[src/rtl/edge_gen.sv]
// rtl/edge_gen.sv - edge generator with minimum per-level hold time (optional EDGE_GEN_QUEUE_EN pending buffer)
module edge_gen #(
    parameter int   HOLD_CYC = 4,
    parameter logic INIT_LVL = 1'b0
) (
    input  logic       clk,
    input  logic       rst_n,
    input  logic       req,
    input  logic [1:0] sel,
    output logic       ready,
    output logic       done,
    output logic       dout
);

    typedef enum logic [1:0] {
        IDLE = 2'd0,
        PREP = 2'd1,
        HOLD = 2'd2
    } state_t;

    // Counter reload: a level loaded at edge N is held through edge N+HOLD_CYC.
    localparam logic [7:0] RELOAD = 8'(HOLD_CYC - 1);

    state_t     state_q, state_d;
    logic [7:0] cnt_q, cnt_d;
    logic       dout_q, dout_d;
    logic       tgt_q, tgt_d;
    logic       ready_q, ready_d;
    logic       done_q, done_d;

    logic       accept;
    logic       start;
    logic [1:0] start_sel;
    logic       target;

`ifdef EDGE_GEN_QUEUE_EN
    logic       buf_v_q, buf_v_d;
    logic [1:0] buf_sel_q, buf_sel_d;
`endif

    // Next-state, counter, level and handshake decisions.
    always_comb begin
        state_d   = state_q;
        cnt_d     = cnt_q;
        dout_d    = dout_q;
        tgt_d     = tgt_q;
        done_d    = 1'b0;
        start     = 1'b0;
        start_sel = sel;
        target    = 1'b0;
        accept    = req & ready_q;
`ifdef EDGE_GEN_QUEUE_EN
        buf_v_d   = buf_v_q;
        buf_sel_d = buf_sel_q;
`endif

        case (state_q)
            IDLE: begin
                if (accept) begin
                    start = 1'b1;
                end
            end
            PREP: begin
                if (cnt_q == 8'd0) begin
                    dout_d  = tgt_q;
                    cnt_d   = RELOAD;
                    state_d = HOLD;
                end else begin
                    cnt_d = cnt_q - 8'd1;
                end
`ifdef EDGE_GEN_QUEUE_EN
                if (accept) begin
                    buf_v_d   = 1'b1;
                    buf_sel_d = sel;
                end
`endif
            end
            HOLD: begin
                if (cnt_q == 8'd0) begin
                    done_d  = 1'b1;
                    state_d = IDLE;
`ifdef EDGE_GEN_QUEUE_EN
                    // A buffered request starts at the exit edge with no idle gap;
                    // a request accepted on this same edge (buffer empty) starts directly.
                    if (buf_v_q) begin
                        start     = 1'b1;
                        start_sel = buf_sel_q;
                        buf_v_d   = 1'b0;
                    end else if (accept) begin
                        start = 1'b1;
                    end
`endif
                end else begin
                    cnt_d = cnt_q - 8'd1;
`ifdef EDGE_GEN_QUEUE_EN
                    if (accept) begin
                        buf_v_d   = 1'b1;
                        buf_sel_d = sel;
                    end
`endif
                end
            end
            default: begin
                state_d = IDLE;
            end
        endcase

        // A new edge: if the line already sits at the target, first drive the
        // opposite level for a full hold so an actual edge is produced.
        if (start) begin
            target = start_sel[1] ? ~dout_q : ~start_sel[0];
            tgt_d  = target;
            cnt_d  = RELOAD;
            if (dout_q == target) begin
                dout_d  = ~target;
                state_d = PREP;
            end else begin
                dout_d  = target;
                state_d = HOLD;
            end
        end

`ifdef EDGE_GEN_QUEUE_EN
        ready_d = (state_d == IDLE) || !buf_v_d;
`else
        ready_d = (state_d == IDLE);
`endif
    end

    // State and output registers, cleared asynchronously.
    always_ff @(posedge clk or negedge rst_n) begin
        if (!rst_n) begin
            state_q <= IDLE;
            cnt_q   <= 8'd0;
            dout_q  <= INIT_LVL;
            tgt_q   <= 1'b0;
            ready_q <= 1'b1;
            done_q  <= 1'b0;
        end else begin
            state_q <= state_d;
            cnt_q   <= cnt_d;
            dout_q  <= dout_d;
            tgt_q   <= tgt_d;
            ready_q <= ready_d;
            done_q  <= done_d;
        end
    end

`ifdef EDGE_GEN_QUEUE_EN
    // Pending request buffer, dropped on reset.
    always_ff @(posedge clk or negedge rst_n) begin
        if (!rst_n) begin
            buf_v_q   <= 1'b0;
            buf_sel_q <= 2'b00;
        end else begin
            buf_v_q   <= buf_v_d;
            buf_sel_q <= buf_sel_d;
        end
    end
`endif

    assign ready = ready_q;
    assign done  = done_q;
    assign dout  = dout_q;

endmodule

[config.mk]
export PLATFORM = sky130hd
export DESIGN_NAME = edge_gen
export DESIGN_NICKNAME = d
export VERILOG_FILES = /design/src/rtl/edge_gen.sv
export SDC_FILE = /design/constraint.sdc
export NUM_CORES = 1
export LEC_CHECK = 0
export ABC_CLOCK_PERIOD_IN_PS = 1700
export CAP_MARGIN = 20
export CORE_ASPECT_RATIO = 1.2
export CORE_MARGIN = 3
export CORE_UTILIZATION = 41
export CTS_BUF_LIST = sky130_fd_sc_hd__clkbuf_16
export DETAILED_ROUTE_END_ITERATION = 6
export GPL_ROUTABILITY_DRIVEN = 0
export GPL_TIMING_DRIVEN = 0
export SLEW_MARGIN = 15
export SYNTH_ARGS = -nofsm -noshare
export SYNTH_HDL_FRONTEND = slang
export SYNTH_SLANG_ARGS = --single-unit
[constraint.sdc]
create_clock -name clk -period 1.7 [get_ports clk]
set_clock_uncertainty 0.05 [all_clocks]
set_input_delay 0.255 -clock clk [delete_from_list [all_inputs] [get_ports clk]]
set_output_delay 0.255 -clock clk [all_outputs]
set_load 0.1 [all_outputs]
# [Word-level counts from Yosys, hierarchy flattened]
# Cells that the tools add are included.
[totals] input_bits=5 out_inout_bits=3 reg_bits=14
[op_classes] n_addsub=1 reduce_logical=8 n_eq_ne=4 n_mux=18 n_bitwise=4
[ops] cell="8-bit 2-to-1 mux" count=3
[ops] cell="8-bit one-hot mux with 2 select lines" count=1
[ops] cell="1-bit 2-to-1 mux" count=9
[ops] cell="8-bit zero test" count=1
[ops] cell="2-bit 2-to-1 mux" count=4
[ops] cell="8-bit by 1-bit subtractor with 8-bit output (second input constant)" count=1
[ops] cell="2-bit one-hot mux with 3 select lines" count=1
[ops] cell="2-bit zero test" count=2
[ops] cell="2-bit AND reduction" count=2
[ops] cell="2-bit nonzero test" count=2
[ops] cell="3-bit inequality test (second input constant)" count=1
[ops] cell="1-bit inverter" count=3
[ops] cell="3-bit nonzero test" count=1
[ops] cell="2-bit by 1-bit equality test with 1-bit output (second input constant)" count=1
[ops] cell="2-bit equality test (second input constant)" count=1
[ops] cell="1-bit AND" count=1
[ops] cell="1-bit equality test" count=1

# [Longest topological paths before layout]
# Gate-level depths: netlist of the first run.
[logic_depth] word_depth=6 ltp_mapped=6 depth_no_buf=6

# [Worst setup path before layout of the first run]
# No wires, ideal clock.
[synth_path] path_kind="reg-to-reg" from="reg ready_q, in the netlist ready" to="reg dout_q, in the netlist dout" stages_incl_launch_ff=5 slack_ps=-84 synth_period_minus_slack_ps=1784 n_path_buf=0 arrival_ps=1590 required_time_ps=1507 cell_sequence="dfstp_2 > nand2_1 > mux2_2 > o22ai_1 > a31oi_1"
[synth_via] elab_chain_len=5 elab_cells_between_ends=7
[synth_rtl] item="start: declaration" line="28" source="logic ready_q, ready_d;"
[synth_rtl] item="start signal: assignment" line="144" source="ready_q <= ready_d;"
[synth_rtl] item="1-bit AND *" line="51" source="accept = req & ready_q;"
[synth_rtl] item="1-bit 2-to-1 mux *" line="59" source="if (accept) begin"
[synth_rtl] item="1-bit 2-to-1 mux *" line="57" source="case (state_q)"
[synth_rtl] item="2-bit nonzero test (no line)"
[synth_rtl] item="2-bit AND reduction (no line)"
[synth_rtl] item="end signal: assignment" line="142" source="dout_q <= dout_d;"
[synth_rtl] item="end: declaration" line="26" source="logic dout_q, dout_d;"
# Every way passes the cells marked *; elsewhere a longest branch is shown, timed or not.
# A chain may end at the register's enable or synchronous reset.

# [Worst setup path in the final report of the first run]
[layout_path] from="reg cnt_q[5]" to="reg cnt_q[1]"
[layout_via] elab_chain_len=4 elab_cells_between_ends=6
[layout_rtl] item="start: declaration" line="25" source="logic [7:0] cnt_q, cnt_d;"
[layout_rtl] item="start signal: assignment" line="141" source="cnt_q <= cnt_d;"
[layout_rtl] item="8-bit zero test *" line="64, 79"
[layout_rtl] item="8-bit 2-to-1 mux" line="64" source="if (cnt_q == 8'd0) begin"
[layout_rtl] item="8-bit one-hot mux with 2 select lines" line="57"
[layout_rtl] item="8-bit 2-to-1 mux" line="110" source="if (start) begin"
# Marked as above.

==> results.py, run 1 <==
metrics = {
    "route": {
        "detail_route.wl_per_cell_um": 17.3,
        "route.vias.total": 816,
        "drc": 0,
        "vias_per_cell": 6.28,
        "routed_wirelength_mm": 2.26,
        "drt_first_iter_violations": 36,
        "final_antenna_net_count": 0,
        "detailedRoute.firstPassIterationCount": 4,
    },
    "timing": {
        "maxSlewViolCount": 0,
        "slew_headroom_pct": 36.9,
        "max_slew.worst_pin.slew_ns": 0.950,
        "layout_setup_ws_ns": -0.00212,
        "hold_violations": 0,
        "finalCriticalPeriod_ns": 1.70,
        "final.period_utilization_pct": 100,
        "max_freq_ghz": 0.588,
        "grt_setup_unrepaired": "yes",
        "final-setup-viol-count": 1,
    },
    "cells_and_area": {
        "antenna_cells_inserted": 0,
        "synthToLayoutAreaGrowth_pct": 28.0,
        "final_net_count": 119,
        "final_cell_area_mm2": 0.00111,
        "final_core_util_pct": 58.0,
        "num-fill-cells": 161,
        "fin_cells": 130,
        "fraction_of_final_layout_cells_sized_beyond_drive_strength_1_pct": 27.9,
    },
    "grt": {
        "aggregate_global_route_resource_usage_pct": 18.6,
        "maximum_number_of_pins_on_one_net_before_global_route_repair": 15,
        "first_pass_grt_wire_length_mm": 3.55,
        "number_of_antenna_violations_at_the_first_check_in_global_routing": 0,
        "use_met1_pct": 24.3,
        "gr_busiest_metal": "met2",
        "gr-usage-met3_pct": 3.85,
        "vias_in_the_first_global_route": 781,
        "grt-ovfl-total": 0,
        "grt.met2_usage_pct": 28.0,
    },
    "synthesis": {
        "synthDistinctLibCells": 36,
        "synth-seq-area-share_pct": 40.5,
        "asyncSetResetFlopFracSynth_pct": 100,
        "most_frequent_cell_after_synthesis": "sky130_fd_sc_hd__dfrtp_1",
        "ys_seq_elements": 14,
        "netlist.area_leader.share_pct": 37.5,
        "synth_edf_count": 0,
        "synthTopCellsByCount": "sky130_fd_sc_hd__dfrtp_1 (13), sky130_fd_sc_hd__nand2_1 (9), sky130_fd_sc_hd__a21oi_1 (8), sky130_fd_sc_hd__nor2_1 (8)",
        "synthesis.area_um2": 868,
        "synth_top_cells_by_area": "sky130_fd_sc_hd__dfrtp_1 (37%), sky130_fd_sc_hd__a21oi_1 (4.6%), sky130_fd_sc_hd__a31oi_1 (4.3%), sky130_fd_sc_hd__nand2_1 (3.9%), sky130_fd_sc_hd__mux2_2 (3.9%)",
        "synth_ff_type": "sky130_fd_sc_hd__dfrtp_1",
        "yosys.area.top_type": "sky130_fd_sc_hd__dfrtp_1",
        "syn_avg_cell_area_um2": 8.95,
        "ys_warn_count": 0,
        "syn-instance-count": 97,
        "mappedNetlistNets": 104,
    },
    "die": {
        "die_h_um": 56.4,
        "fp.coreArea_mm2": 0.00191,
        "area_enclosed_by_the_die_boundary_mm2": 0.00271,
        "io-pin-count": 8,
        "floorplan.rows": 17,
        "chip_width_um": 48.0,
        "initial_core_util_pct": 45.4,
    },
    "placed_design": {
        "dpl-instance-area_um2": 973,
        "placed_cells_incl_taps": 123,
        "place.detailed.hpwl_mm": 1.50,
        "place.port_buffers": 7,
    },
    "status": {
        "failed_checks": "setup timing",
        "outcome": "finished, violations left",
    },
    "setup_path": {
        "critical_path.max_stage_delay_ns": 0.57,
        "timing.critical_path.slowest_stage_cell": "sky130_fd_sc_hd__or4_4",
        "critPathCaptureType": "flop",
        "crit_fanout": 6,
        "cp_cell_sequence": "or4_4, nor2_4, nor2_2, a221oi_2",
        "criticalPathCategory": "flop to flop",
        "start_kind": "flop",
        "timing.critical_path.buf_inv": 0,
        "timing.critical_path.arrival_ns": 1.80,
        "cp_top_family": "simple AND/OR/NAND/NOR gates",
        "timing.critical_path.required_ns": 1.80,
    },
    "clock_network": {
        "clock_path_buffers": 2,
        "cts_root_buffer": "sky130_fd_sc_hd__clkbuf_16",
        "clk_latency_ns": 0.24,
        "tritoncts": "built",
        "cts_inserted_buffers": 3,
        "clk_pin_slew_worst_paths_ns": 0.05,
        "clock_sink_total": 14,
        "htreeDepth": 1,
    },
    "power_and_ir_drop": {
        "cellLeakagePower_nw": 0.447,
        "switching_share_pct": 18.3,
        "clkPwrFrac_pct": 55.9,
        "vdd_ir_drop_max_uv": 617,
        "power_switching_uw": 147,
        "power_report.internal_total_uw": 656,
        "power.combinational.fraction_pct": 2.5,
        "powerDensity_mw_per_mm2": 722,
        "power_frac_seq_pct": 41.6,
    },
    "hold_path": {
        "min-delay-path-class": "primary input to async pin",
    },
    "run": {
        "drv.max_cap_violation_count": 0,
    },
}
-- placed cells by master, fill, tap and decap left out, drive strengths merged, types with 4 or more instances in the layout --
| cell type | netlist | layout |
|---|---|---|
| a21oi | 8 | 8 |
| a31oi | 6 | 6 |
| buf | 1 | 5 |
| clkbuf | 2 | 5 |
| clkdlybuf4s50 | 0 | 4 |
| dfrtp | 13 | 13 |
| inv | 4 | 4 |
| nand2 | 9 | 9 |
| nor2 | 9 | 9 |
| o21ai | 7 | 7 |
-- area by class of cell --
type	count	area, um^2	share of cell area, %
Timing Repair Buffer	10	88.8	8.00
Clock buffer	3	75.1	6.76
Tap cell	19	23.8	2.14
Clock inverter	1	3.75	0.338
Multi-Input combinational cell	76	534	48.1
Buffer	3	12.5	1.13
Sequential cell	14	358	32.2
Inverter	4	15.0	1.35
-- worst paths after layout --
check,start,to,slack [ns],cells past startpoint
worst max register to register,cnt_q[5],cnt_q[1],-0.002,4
worst min register to register,tgt_q,tgt_q,0.46,2
min in group clk,tgt_q,tgt_q,0.46,2
worst max-delay path,cnt_q[5],cnt_q[1],-0.002,4
worst min-delay path,rst_n,cnt_q[5],0.37,1
max in group asynchronous,rst_n,cnt_q[4],0.77,1
-- power by group through the flow --
| stage | Clock, mW | Sequential (mW) | Combinational (mW) |
|---|---|---|---|
| floorplan | 0 | 0.339 | 0.00326 |
| global placement | 0 | 0.339 | 0.0204 |
| detailed placement | 0 | 0.339 | 0.0207 |
| CTS | 0.454 | 0.334 | 0.0206 |
| global route | 0.477 | 0.333 | 0.0219 |
| finish | 0.448 | 0.334 | 0.0202 |
-- through the flow --
stage               power (mW)  worst slack (ns)  setup TNS [ns]  hold slack, ns
floorplan                0.343          -0.00866        -0.00866         -0.0906
global placement         0.360            -0.337          -0.991           0.445
detailed placement       0.360            -0.337          -0.945           0.445
CTS                      0.809      -0.000000666               0           0.386
global route             0.833           -0.0691          -0.247           0.414
finish                   0.803          -0.00212        -0.00212           0.365
-- sequential cells by signal (all words and copies together) (netlist names) --
signal and flops:
done 1, dout 1, tgt_q 1, ready 1
state_q 2, cnt_q 8
-- routing by layer --
layer	part of all wire, %	up-vias	wire (um)
met2	51	21	1160
met1	42	398	954
met4	2.1	0	47
met3	4.1	5	93
met5	0	-	0
li1	-	392	-
-- what timing repair did --
item                       CTS  global route
hold buffers                 0             0
setup buffers                3             0
pin swaps                    4             3
resized for setup           18             7
setup endpoints to repair    9             7
-- kinds of logic after synthesis --
logic type / Yosys count / share of synthesized area [%]
flops: 14 / 40.5
compound gates: 32 / 24.2
simple gates: 37 / 23.3
buf+inv: 7 / 3.17
xor+xnor: 2 / 2.02
mux: 3 / 3.89
fa+ha+maj: 2 / 2.88
-- worst register-to-register path: cells and delay by family (launching register included) --
family / cells / cell delay, ns
DFF: 1 / 0.45
and+or+nand+nor: 3 / 0.86
AOI/OAI and AO/OA: 1 / 0.25
(Power assumes the default switching activity.)
==> run 2: changes to the inputs <==
- MAX_ROUTING_LAYER: not set -> met4
==> run 2 against run 1 <==
Against the previous run: the flow still finishes with violations (setup timing); critical path depth is the same; final area is the same; first-iteration DRC count shrank 5.6%; register-to-register slack about the same; flip-flop and latch count unchanged; clock power barely moved; largest cell class unchanged.
==> results.py, run 2 (synthesis results as in run 1) <==
metrics = {
    "clock_network": {
        "clock_path_buffers": 2,
        "clk_latency_ns": 0.24,
        "clk_pin_slew_worst_paths_ns": 0.05,
        "htreeDepth": 1,
        "tritoncts": "built",
        "cts_inserted_buffers": 3,
        "postCtsHoldBufs": 0,
        "cts_root_buffer": "sky130_fd_sc_hd__clkbuf_16",
        "clock_sink_total": 14,
    },
    "route": {
        "route.vias.total": 834,
        "drt_first_iter_violations": 34,
        "vias_per_cell": 6.42,
        "drc": 0,
        "final_antenna_net_count": 0,
        "routed_wirelength_mm": 2.22,
        "detailedRoute.firstPassIterationCount": 4,
        "detail_route.wl_per_cell_um": 17.1,
    },
    "die": {
        "chip_width_um": 48.0,
        "area_enclosed_by_the_die_boundary_mm2": 0.00271,
        "io-pin-count": 8,
        "die_h_um": 56.4,
        "initial_core_util_pct": 45.4,
        "fp.coreArea_mm2": 0.00191,
        "floorplan.rows": 17,
    },
    "setup_path": {
        "worstReg2RegStart": "cnt_q[3]",
        "rr_endpoint": "cnt_q[1]",
        "start_kind": "flop",
        "depth_of_the_worst_register_to_register_path": 4,
        "timing.critical_path.required_ns": 1.80,
        "timing.critical_path.arrival_ns": 1.80,
        "crit_fanout": 8,
        "critPathCaptureType": "flop",
        "criticalPathCategory": "flop to flop",
        "r2r_setup_slack_ns": -0.002,
    },
    "cells_and_area": {
        "layout.cells.most_common": "sky130_fd_sc_hd__dfrtp_1",
        "largest_reg_flops": 8,
        "largest_regs": "cnt_q: 8 flops, state_q: 2 flops",
        "final_net_count": 119,
        "synthToLayoutAreaGrowth_pct": 28.0,
        "mostFrequentLayoutCells": "sky130_fd_sc_hd__dfrtp_1 (11), sky130_fd_sc_hd__nand2_1 (9), sky130_fd_sc_hd__a21oi_1 (8)",
        "fraction_of_final_layout_cells_sized_beyond_drive_strength_1_pct": 27.9,
        "num-fill-cells": 161,
        "antenna_cells_inserted": 0,
        "top_register": "cnt_q",
    },
    "grt": {
        "first_pass_grt_wire_length_mm": 3.57,
        "maximum_number_of_pins_on_one_net_before_global_route_repair": 15,
        "grt-ovfl-total": 0,
        "aggregate_global_route_resource_usage_pct": 19.1,
        "number_of_antenna_violations_at_the_first_check_in_global_routing": 0,
        "vias_in_the_first_global_route": 775,
    },
    "timing": {
        "final.period_utilization_pct": 100,
        "max_slew.worst_pin.slew_ns": 0.950,
        "finalCriticalPeriod_ns": 1.70,
        "setup_tns_ns": -0.00222,
        "final-setup-viol-count": 1,
        "grt_setup_unrepaired": "yes",
        "hold_violations": 0,
        "layout_setup_ws_ns": -0.00222,
        "slew_headroom_pct": 36.9,
        "max_freq_ghz": 0.587,
        "maxSlewViolCount": 0,
    },
    "status": {
        "outcome": "finished, violations left",
        "failed_checks": "setup timing",
    },
    "power_and_ir_drop": {
        "powerDensity_mw_per_mm2": 723,
        "report.power.total_uw": 803,
        "vdd_ir_drop_max_uv": 619,
        "cellLeakagePower_nw": 0.447,
    },
    "hold_path": {
        "min-delay-path-class": "primary input to async pin",
    },
    "placed_design": {
        "place.detailed.hpwl_mm": 1.50,
        "place.port_buffers": 7,
    },
    "run": {
        "drv.max_cap_violation_count": 0,
    },
}
[run 2: cell counts in the layout (fill, tap and decap cells not counted)]
Identical to the previous run, type by type.
[run 2: how the worst max path moves through the flow]
stage,start,to,slack (ns),cells after the start
6_report,cnt_q[3],cnt_q[1],-0.002,4
5_1_grt,cnt_q[0],cnt_q[1],-0.07,6
4_1_cts,cnt_q[0],cnt_q[6],-0.0000007,6
3_5_place_dp,ready,ready,-0.34,1
3_3_place_gp,ready,ready,-0.34,1
2_1_floorplan,dout,dout,-0.009,4
[run 2: power by group]
part / total (mW) / internal [mW] / switching, mW
clock network: 0.449 / 0.311 / 0.138
logic: 0.0200 / 0.0104 / 0.00964
registers: 0.334 / 0.334 / 0
[run 2: area by class of cell]
class / instances / area, um^2 / area share, %
multi-input cells: 76 / 534 / 48.1
flip-flops and latches: 14 / 358 / 32.2
repair buffers: 10 / 88.8 / 8.00
clock buffers: 3 / 75.1 / 6.76
well taps: 19 / 23.8 / 2.14
inverters: 4 / 15.0 / 1.35
plain buffers: 3 / 12.5 / 1.13
clock inverters: 1 / 3.75 / 0.338
[run 2: routing by layer]
metal | wire length [um] | up-vias | part of all wire [%] | global-route usage, %
li1 | - | 392 | - | -
met1 | 901 | 407 | 41 | 24.3
met2 | 1160 | 30 | 52 | 28.0
met3 | 111 | 5 | 5.0 | 3.85
met4 | 49 | 0 | 2.2 | 9.23
met5 | 0 | - | 0 | -
[run 2: metrics by stage]
| step | hold WS [ns] | instances | worst slack [ns] | utilization [%] | area (um^2) |
|---|---|---|---|---|---|
| final | 0.364 | 130 | -0.00222 | 58.0 | 1110 |
| after global routing | 0.414 | 130 | -0.0691 | 58.0 | 1110 |
| after CTS | 0.386 | 130 | -0.000000666 | 57.0 | 1090 |
| after detailed placement | 0.445 | 123 | -0.337 | 50.8 | 973 |
| after global placement | 0.445 | 123 | -0.337 | 50.8 | 973 |
| after floorplan | -0.0906 | 97 | -0.00866 | - | 880 |
[run 2: worst max-delay path, cell delays in order (launching register included)]
cell	delay [ns]
sky130_fd_sc_hd__dfrtp_2	0.45
sky130_fd_sc_hd__or4_4	0.57
sky130_fd_sc_hd__nor2_4	0.22
sky130_fd_sc_hd__nor2_2	0.07
sky130_fd_sc_hd__a221oi_2	0.25
[run 2: timing repair]
action / in CTS / in global routing
pin swaps: 4 / 3
setup buffers: 3 / 0
endpoints found under the hold margin: 0 / 0
endpoints found under the setup margin: 9 / 7
resized for setup: 18 / 7
